File: config.mk
export PLATFORM = sky130hd
export DESIGN_NAME = sprite_render
export DESIGN_NICKNAME = d
export VERILOG_FILES = /design/src/rtl/ppu_pkg.sv /design/src/rtl/sprite_slot.sv /design/src/rtl/sprite_render.sv
export SDC_FILE = /design/constraint.sdc
export NUM_CORES = 1
export LEC_CHECK = 0
export ABC_CLOCK_PERIOD_IN_PS = 6750
export CORE_AREA = 3 3 171 173
export CTS_CLUSTER_SIZE = 10
export DETAILED_ROUTE_END_ITERATION = 16
export DIE_AREA = 0 0 174 176
export GPL_TIMING_DRIVEN = 1
export PLACE_DENSITY_LB_ADDON = 0.1
export REMOVE_ABC_BUFFERS = 1
export SETUP_SLACK_MARGIN = 0.15
export SYNTH_ARGS = -nofsm -noshare
export SYNTH_HDL_FRONTEND = slang
export SYNTH_HIERARCHICAL = 1
export SYNTH_SLANG_ARGS = --single-unit
File: constraint.sdc
create_clock -name clk -period 6.75 [get_ports clk]
set_input_delay 1.0125 -clock clk [delete_from_list [all_inputs] [get_ports clk]]
set_output_delay 1.0125 -clock clk [all_outputs]
set_load 0.005 [all_outputs]
File: src/rtl/ppu_pkg.sv
// ---------------------------------------------------------------------------
// ppu_pkg
// Shared constants and types for the PPU sprite pixel path.
//   - OAM attribute byte bit positions (palette, priority, horizontal flip)
//   - sp_slot_t : the state held by one per-line sprite slot
//   - sp_pix_t  : the pixel a slot presents to the priority mux
//   - bit_rev8  : byte bit reversal used for horizontal flip at load time
// ---------------------------------------------------------------------------
package ppu_pkg;

  // OAM byte 2 (attribute) layout
  localparam int SP_ATTR_PAL_LSB = 0;
  localparam int SP_ATTR_PAL_MSB = 1;
  localparam int SP_ATTR_PRI     = 5;  // 1 = sprite behind background
  localparam int SP_ATTR_HFLIP   = 6;

  // X value of an empty slot; together with an all-zero pattern it never
  // produces a visible pixel during a 256-pixel line.
  localparam logic [7:0] SP_X_IDLE = 8'hFF;

  // Width of the left-edge clip window and the last screen column,
  // which never reports a sprite-0 hit.
  localparam logic [7:0] SP_CLIP_W = 8'd8;
  localparam logic [7:0] SP_X_LAST = 8'd255;

  typedef struct packed {
    logic [7:0] x;     // pixels remaining until the sprite starts
    logic [7:0] pat0;  // pattern low plane, MSB is the next pixel out
    logic [7:0] pat1;  // pattern high plane
    logic [1:0] pal;   // palette select
    logic       pri;   // priority: 1 = behind background
    logic       sp0;   // slot holds OAM sprite 0
  } sp_slot_t;

  typedef struct packed {
    logic [1:0] px;    // 0 = transparent
    logic [1:0] pal;
    logic       pri;
    logic       sp0;
  } sp_pix_t;

  localparam sp_slot_t SP_SLOT_CLEAR = '{
    x:    SP_X_IDLE,
    pat0: 8'h00,
    pat1: 8'h00,
    pal:  2'b00,
    pri:  1'b0,
    sp0:  1'b0
  };

  // Reverse bit order of a pattern byte (horizontal flip).
  function automatic logic [7:0] bit_rev8(input logic [7:0] v);
    logic [7:0] r;
    for (int i = 0; i < 8; i++) begin
      r[i] = v[7-i];
    end
    return r;
  endfunction

endpackage

File: src/rtl/sprite_slot.sv
// ---------------------------------------------------------------------------
// sprite_slot
// One per-line sprite slot: X down-counter plus two pattern shift registers.
// Loaded during HBLANK, advanced once per visible pixel.
//   clk, rst   pixel clock, asynchronous active-low reset
//   clear      make the slot transparent (loses to load)
//   load       write this slot from the load_* bus (wins over clear/shift)
//   load_*     OAM X, attribute byte, pattern planes, sprite-0 flag
//   shift      advance one visible pixel
//   pix        current pixel of this slot (state before this cycle's update)
// ---------------------------------------------------------------------------
module sprite_slot
  import ppu_pkg::*;
(
  input  logic       clk,
  input  logic       rst,
  input  logic       clear,
  input  logic       load,
  input  logic [7:0] load_x,
  input  logic [7:0] load_attr,
  input  logic [7:0] load_pat0,
  input  logic [7:0] load_pat1,
  input  logic       load_sp0,
  input  logic       shift,
  output sp_pix_t    pix
);

  sp_slot_t slot;
  sp_slot_t slot_load;

  // Attribute bits 2..4 and 7 are not used by the pixel path.
  logic unused_attr;
  assign unused_attr = ^{load_attr[7], load_attr[4:2]};

  // Flip is applied once here so the shifter always emits from the MSB.
  always_comb begin
    // NOTE: every field is assigned unconditionally in this block, so no
    // latch can be inferred for slot_load.
    slot_load.x    = load_x;
    slot_load.pat0 = load_attr[SP_ATTR_HFLIP] ? bit_rev8(load_pat0) : load_pat0;
    slot_load.pat1 = load_attr[SP_ATTR_HFLIP] ? bit_rev8(load_pat1) : load_pat1;
    slot_load.pal  = load_attr[SP_ATTR_PAL_MSB:SP_ATTR_PAL_LSB];
    slot_load.pri  = load_attr[SP_ATTR_PRI];
    slot_load.sp0  = load_sp0;
  end

  // Priority inside the slot: load > clear > shift.
  always_ff @(posedge clk or negedge rst) begin
    // NOTE: state registers use non-blocking assignments so every slot
    // samples the pre-edge values of its neighbours and inputs.
    if (!rst) begin
      slot <= SP_SLOT_CLEAR;
    end else if (load) begin
      slot <= slot_load;
    end else if (clear) begin
      slot <= SP_SLOT_CLEAR;
    end else if (shift) begin
      if (slot.x != 8'd0) begin
        // Counter stops at zero; it never wraps back to 0xFF.
        slot.x <= slot.x - 8'd1;
      end else begin
        // After eight shifts both planes are zero and the slot is
        // transparent for the rest of the line.
        slot.pat0 <= {slot.pat0[6:0], 1'b0};
        slot.pat1 <= {slot.pat1[6:0], 1'b0};
      end
    end
  end

  assign pix.px  = (slot.x == 8'd0) ? {slot.pat1[7], slot.pat0[7]} : 2'b00;
  assign pix.pal = slot.pal;
  assign pix.pri = slot.pri;
  assign pix.sp0 = slot.sp0;

endmodule

File: src/rtl/sprite_render.sv
// ---------------------------------------------------------------------------
// sprite_render
// PPU sprite pixel engine: N_SPRITES per-line slots, lowest-index priority
// mux, left-edge clipping and sprite-0 hit detection. Outputs are registered
// and appear one cycle after the px_en that evaluated them.
//   clk, rst            pixel clock, asynchronous active-low reset
//   clear               make every slot transparent
//   load_en, load_slot  write one slot (out-of-range slot numbers ignored)
//   load_x, load_attr   OAM byte 3 / byte 2
//   load_pat0/1         pattern planes (vertical flip already applied)
//   load_sp0            loaded slot holds OAM sprite 0
//   px_en, px_x         advance one visible pixel at screen column px_x
//   show_left           sprites visible in columns 0..7
//   bg_opaque           background pixel at px_x is non-zero
//   sp_px/sp_pal/sp_pri winning sprite pixel, palette and priority
//   sp0_hit             one-cycle sprite-0 hit pulse
// ---------------------------------------------------------------------------
module sprite_render
  import ppu_pkg::*;
#(
  parameter int N_SPRITES = 8,
  parameter int SLOT_W    = (N_SPRITES > 1) ? $clog2(N_SPRITES) : 1
) (
  input  logic              clk,
  input  logic              rst,
  input  logic              clear,
  input  logic              load_en,
  input  logic [SLOT_W-1:0] load_slot,
  input  logic [7:0]        load_x,
  input  logic [7:0]        load_attr,
  input  logic [7:0]        load_pat0,
  input  logic [7:0]        load_pat1,
  input  logic              load_sp0,
  input  logic              px_en,
  input  logic [7:0]        px_x,
  input  logic              show_left,
  input  logic              bg_opaque,
  output logic [1:0]        sp_px,
  output logic [1:0]        sp_pal,
  output logic              sp_pri,
  output logic              sp0_hit
);

  sp_pix_t pix [N_SPRITES];

  // Slot array. A slot number with no matching instance never decodes,
  // which is how out-of-range loads are dropped.
  for (genvar g = 0; g < N_SPRITES; g++) begin : g_slot
    logic load_hit;
    assign load_hit = load_en && (load_slot == SLOT_W'(g));

    sprite_slot u_slot (
      .clk       (clk),
      .rst       (rst),
      .clear     (clear),
      .load      (load_hit),
      .load_x    (load_x),
      .load_attr (load_attr),
      .load_pat0 (load_pat0),
      .load_pat1 (load_pat1),
      .load_sp0  (load_sp0),
      .shift     (px_en),
      .pix       (pix[g])
    );
  end

  // Lowest-index opaque slot wins. Sprite-0 hit looks at every sp0 slot,
  // not only the winner, so a higher-priority sprite covering sprite 0
  // does not hide the hit.
  sp_pix_t win;
  logic    found;
  logic    sp0_opaque;

  always_comb begin
    win        = '0;
    found      = 1'b0;
    sp0_opaque = 1'b0;
    for (int i = 0; i < N_SPRITES; i++) begin
      if (pix[i].px != 2'b00) begin
        if (!found) begin
          win   = pix[i];
          found = 1'b1;
        end
        if (pix[i].sp0) begin
          sp0_opaque = 1'b1;
        end
      end
    end
  end

  logic clipped;
  logic hit_next;

  assign clipped  = !show_left && (px_x < SP_CLIP_W);
  // Column 255 never reports a hit.
  assign hit_next = sp0_opaque && bg_opaque && (px_x != SP_X_LAST) && !clipped;

  // Outputs only carry a pixel in the cycle after px_en; otherwise zero.
  always_ff @(posedge clk or negedge rst) begin
    if (!rst) begin
      sp_px   <= 2'b00;
      sp_pal  <= 2'b00;
      sp_pri  <= 1'b0;
      sp0_hit <= 1'b0;
    end else if (px_en) begin
      sp_px   <= clipped ? 2'b00 : win.px;
      sp_pal  <= win.pal;
      sp_pri  <= win.pri;
      sp0_hit <= hit_next;
    end else begin
      sp_px   <= 2'b00;
      sp_pal  <= 2'b00;
      sp_pri  <= 1'b0;
      sp0_hit <= 1'b0;
    end
  end

endmodule

==> parameters.txt <==
Parameter                              Value

Timing
  Worst Clk Skew ... 0.0246 ns
  Fin worst setup slack ... 3.75 ns
  Hold WS ... 0.475 ns
  Final worst-path cycle share ... 44.4%
  FMAX ... 334 MHz
  Count of final hold-check violations ... 0
  Headroom to the max-slew limit ... 19.0%
  Final number of setup-violating endpoints ... 0
  Transition time of the tightest slew-check pin ... 1.21 ns
  Setup repair after global routing missed its margin ... no
  Final total negative setup slack ... 0 ns
  Slew Viols, Final ... 0
  Shortest clock period the worst path allows after layout ... 3.00 ns

Logic synthesis
  Most frequently used cell type in the post-synthesis netlist ... nor2_1
  Synth Area per Inst ... 9.67 µm²
  Top cell type by total area after synthesis ... dfrtp_1
  Unique masters post-synth ... 62
  Sequential-to-total area share from yosys stat ... 41.9%
  Top cells by area, synth ... dfrtp_1 30%, dfstp_2 12%, mux2_2 11%
  Synthesized instance count ... 1441
  Area share of the largest cell type after synthesis ... 29.8%
  Leading cell types by count after synthesis ... 179 x nor2_1, 166 x dfrtp_1, 137 x a21oi_1, 130 x mux2_2, 112 x a22oi_1
  Count of warnings emitted by yosys ... 6
  Number of flops mapped to enable cells by yosys ... 0
  Async set-reset flop share out of synthesis ... 100%
  #FFs+latches synth ... 230
  Top flip-flop cell by instance count after synthesis ... dfrtp_1
  Post-synth design cell area ... 13900 µm²

CTS
  Hold-fix buffers, CTS ... 0
  CTS tree ... done
  Clock buffer count from CTS ... 28
  Post-CTS setup-driven buffer insertion count ... 0
  Longest Clk Path Bufs ... 3
  Clock latency of the later-clocked register in the worst-skew pair ... 0.55 ns
  Clock Pin Slew Worst Setup and Hold Paths ... 0.06 ns
  Deepest level of the CTS H-tree ... 1
  Count of instances resized after the clock tree is built ... 0
  Root Buffer Master ... clkbuf_16
  Clk sinks ... 230

Run
  Maximum capacitance violations ... 0

Critical path
  FF-to-FF path depth ... 9
  Critical path data arrival time ... 3.42 ns
  Beginning of the worst register-to-register path ... g_slot[1].u_slot/slot[20]
  Endpoint of the worst register-to-register path ... sp_pal[1]
  Capturing element of the worst setup path ... g_slot[7].u_slot/slot[11]
  Nature of the critical path startpoint ... input pin
  Category of the most critical setup path ... in2reg
  CP endpoint kind ... register
  Worst reg2reg setup slack ... 3.76 ns
  Required time reported for the critical path endpoint ... 7.18 ns
  Critical path startpoint ... load_slot[2]
  Highest net fanout along the worst path ... 22

Hold path
  Worst Hold Class ... in2async

Finish
  Number of diodes ... 0
  Layout overhead on the synthesized area ... 10.2%
  Final Net Count ... 1492
  Finished Layout Cells ... 1825
  Design area ... 15400 µm²
  Layout cell share with drive strength beyond 1 ... 24.0%

Global routing
  Wire length of the first global-routing pass ... 60900 µm
  Overall fraction of global-route tracks in use ... 24.6%
  Initial antenna violation count ... 0
  Vias in the first global route ... 10602
  Pin count of the biggest net entering global routing ... 139
  Leftover overflow at the end of global routing ... 0

Floorplan
  Floorplan row count ... 61
  Width of the chip ... 174 µm
  Die Y-Extent ... 176 µm
  Die footprint ... 30600 µm²
  Area of the core ... 27800 µm²
  Starting Density ... 50.2%
  Top-Level Pins ... 57

Power
  Power share of the clock group ... 40.8%
  Net Sw Frac ... 27.0%
  Leakage power total ... 6.12 nW
  P_int ... 2.59 mW
  Switching pwr ... 0.958 mW
  IR drop worst, VDD ... 0.000166 V
  Pwr Density ... 231 nW/µm²
  Relative contribution of sequential cells to total power ... 44.8%
  Share of total power in combinational logic ... 14.4%

Detailed routing
  Number of DRC violations after detailed routing ... 0
  Detailed-router iteration count before antenna repair ... 5
  Total wire length after detailed routing ... 38600 µm
  Post-DRT Antenna Nets ... 0
  Iter 0 DRT Violations ... 965
  Drt via density ... 6.08
  Via count ... 11102
  Routed WL per cell ... 21.1 µm

Place
  Placed wire-length estimate after detailed placement ... 23100 µm
  DP Area ... 14500 µm²
  Post-Place Worst Slack ... 3.22 ns
  Weighted congestion at the end of routability-driven global placement ... 0.875
  Total instance count after detailed placement ... 1773
  Input/output buffers ... 52

Status
  Run status ... finished clean
power groups by stage:
| stage | Sequential (mW) | Combinational, mW | Clock (mW) |
|---|---|---|---|
| floorplan | 1.59 | 0.308 | 0 |
| global placement | 1.61 | 0.500 | 0 |
| detailed placement | 1.61 | 0.509 | 0 |
| CTS | 1.59 | 0.511 | 1.47 |
| global route | 1.60 | 0.564 | 1.54 |
| finish | 1.59 | 0.511 | 1.45 |
metrics by stage:
stage               util, %  power [mW]
floorplan                 -        1.90
global placement       52.1        2.11
detailed placement     52.1        2.12
CTS                    55.3        3.57
global route           55.3        3.71
finish                 55.3        3.55
worst max-delay path, cell delays in order:
cell	delay [ns]
clkdlybuf4s50_1	0.58
nand2_1	0.13
nor2_2	0.56
buf_4	0.35
nor2_2	0.08
buf_4	0.25
a22oi_1	0.32
a21oi_1	0.11
worst min-delay path by stage:
| stage | startpoint | end | cells past startpoint |
|---|---|---|---|
| final | rst | sp_pal[1] | 1 |
| after global routing | g_slot[1].u_slot/pix[1] | g_slot[1].u_slot/pix[1] | 1 |
| after CTS | g_slot[3].u_slot/pix[1] | g_slot[3].u_slot/pix[1] | 1 |
| after detailed placement | g_slot[6].u_slot/pix[0] | g_slot[6].u_slot/pix[0] | 1 |
| after global placement | g_slot[6].u_slot/pix[0] | g_slot[6].u_slot/pix[0] | 1 |
| after floorplan | g_slot[3].u_slot/pix[1] | g_slot[3].u_slot/pix[1] | 1 |
cell families after synthesis:
family | after synthesis | synth area share, %
multiplexers | 133 | 10.7
AO/OA/AOI/OAI | 478 | 24.0
flip-flops | 230 | 41.9
XOR/XNOR | 16 | 1.01
buffers and inverters | 161 | 5.88
adder cells (fa/ha/maj) | 16 | 1.44
AND/OR/NAND/NOR | 407 | 15.1
area by class of cell:
type                            instances  area [µm²]
Sequential cell                       230        5840
Tap cell                              378         473
Multi-Input combinational cell       1050        7330
Timing Repair Buffer                   74         696
Clock inverter                          2        35.0
Inverter                               41         154
Fill cell                            2537       12400
Clock buffer                           50         835
per-layer routing:
metal  routed length [µm]  track usage (%)
met2                17500             38.8
met4                  837             6.07
met1                18400             36.0
met5                    0                0
met3                 1890             3.61
state kept, by name (all words and copies together) (netlist names):
| name | cells |
|---|---|
| sp0_hit | 1 |
| sp_pal | 2 |
| sp_pri | 1 |
| sp_px | 2 |
| g_slot.u_slot/slot | 192 |
| g_slot.u_slot/pix | 32 |
placed cells by master, fill, tap and decap left out, drive strengths merged, types with 14 or more instances in the layout:
| master | instances |
|---|---|
| inv | 41 |
| nor3 | 33 |
| a22oi | 112 |
| ha | 16 |
| dfrtp | 166 |
| buf | 25 |
| clkdlybuf4s50 | 49 |
| a21oi | 173 |
| mux2 | 130 |
| clkbuf | 50 |
| nor2b | 46 |
| a22o | 50 |
| dfstp | 64 |
| nand2 | 44 |
| and3 | 18 |
| o21ai | 55 |
| nor2 | 179 |
| or2 | 14 |
Note: power is estimated with default switching activity, not from simulation.
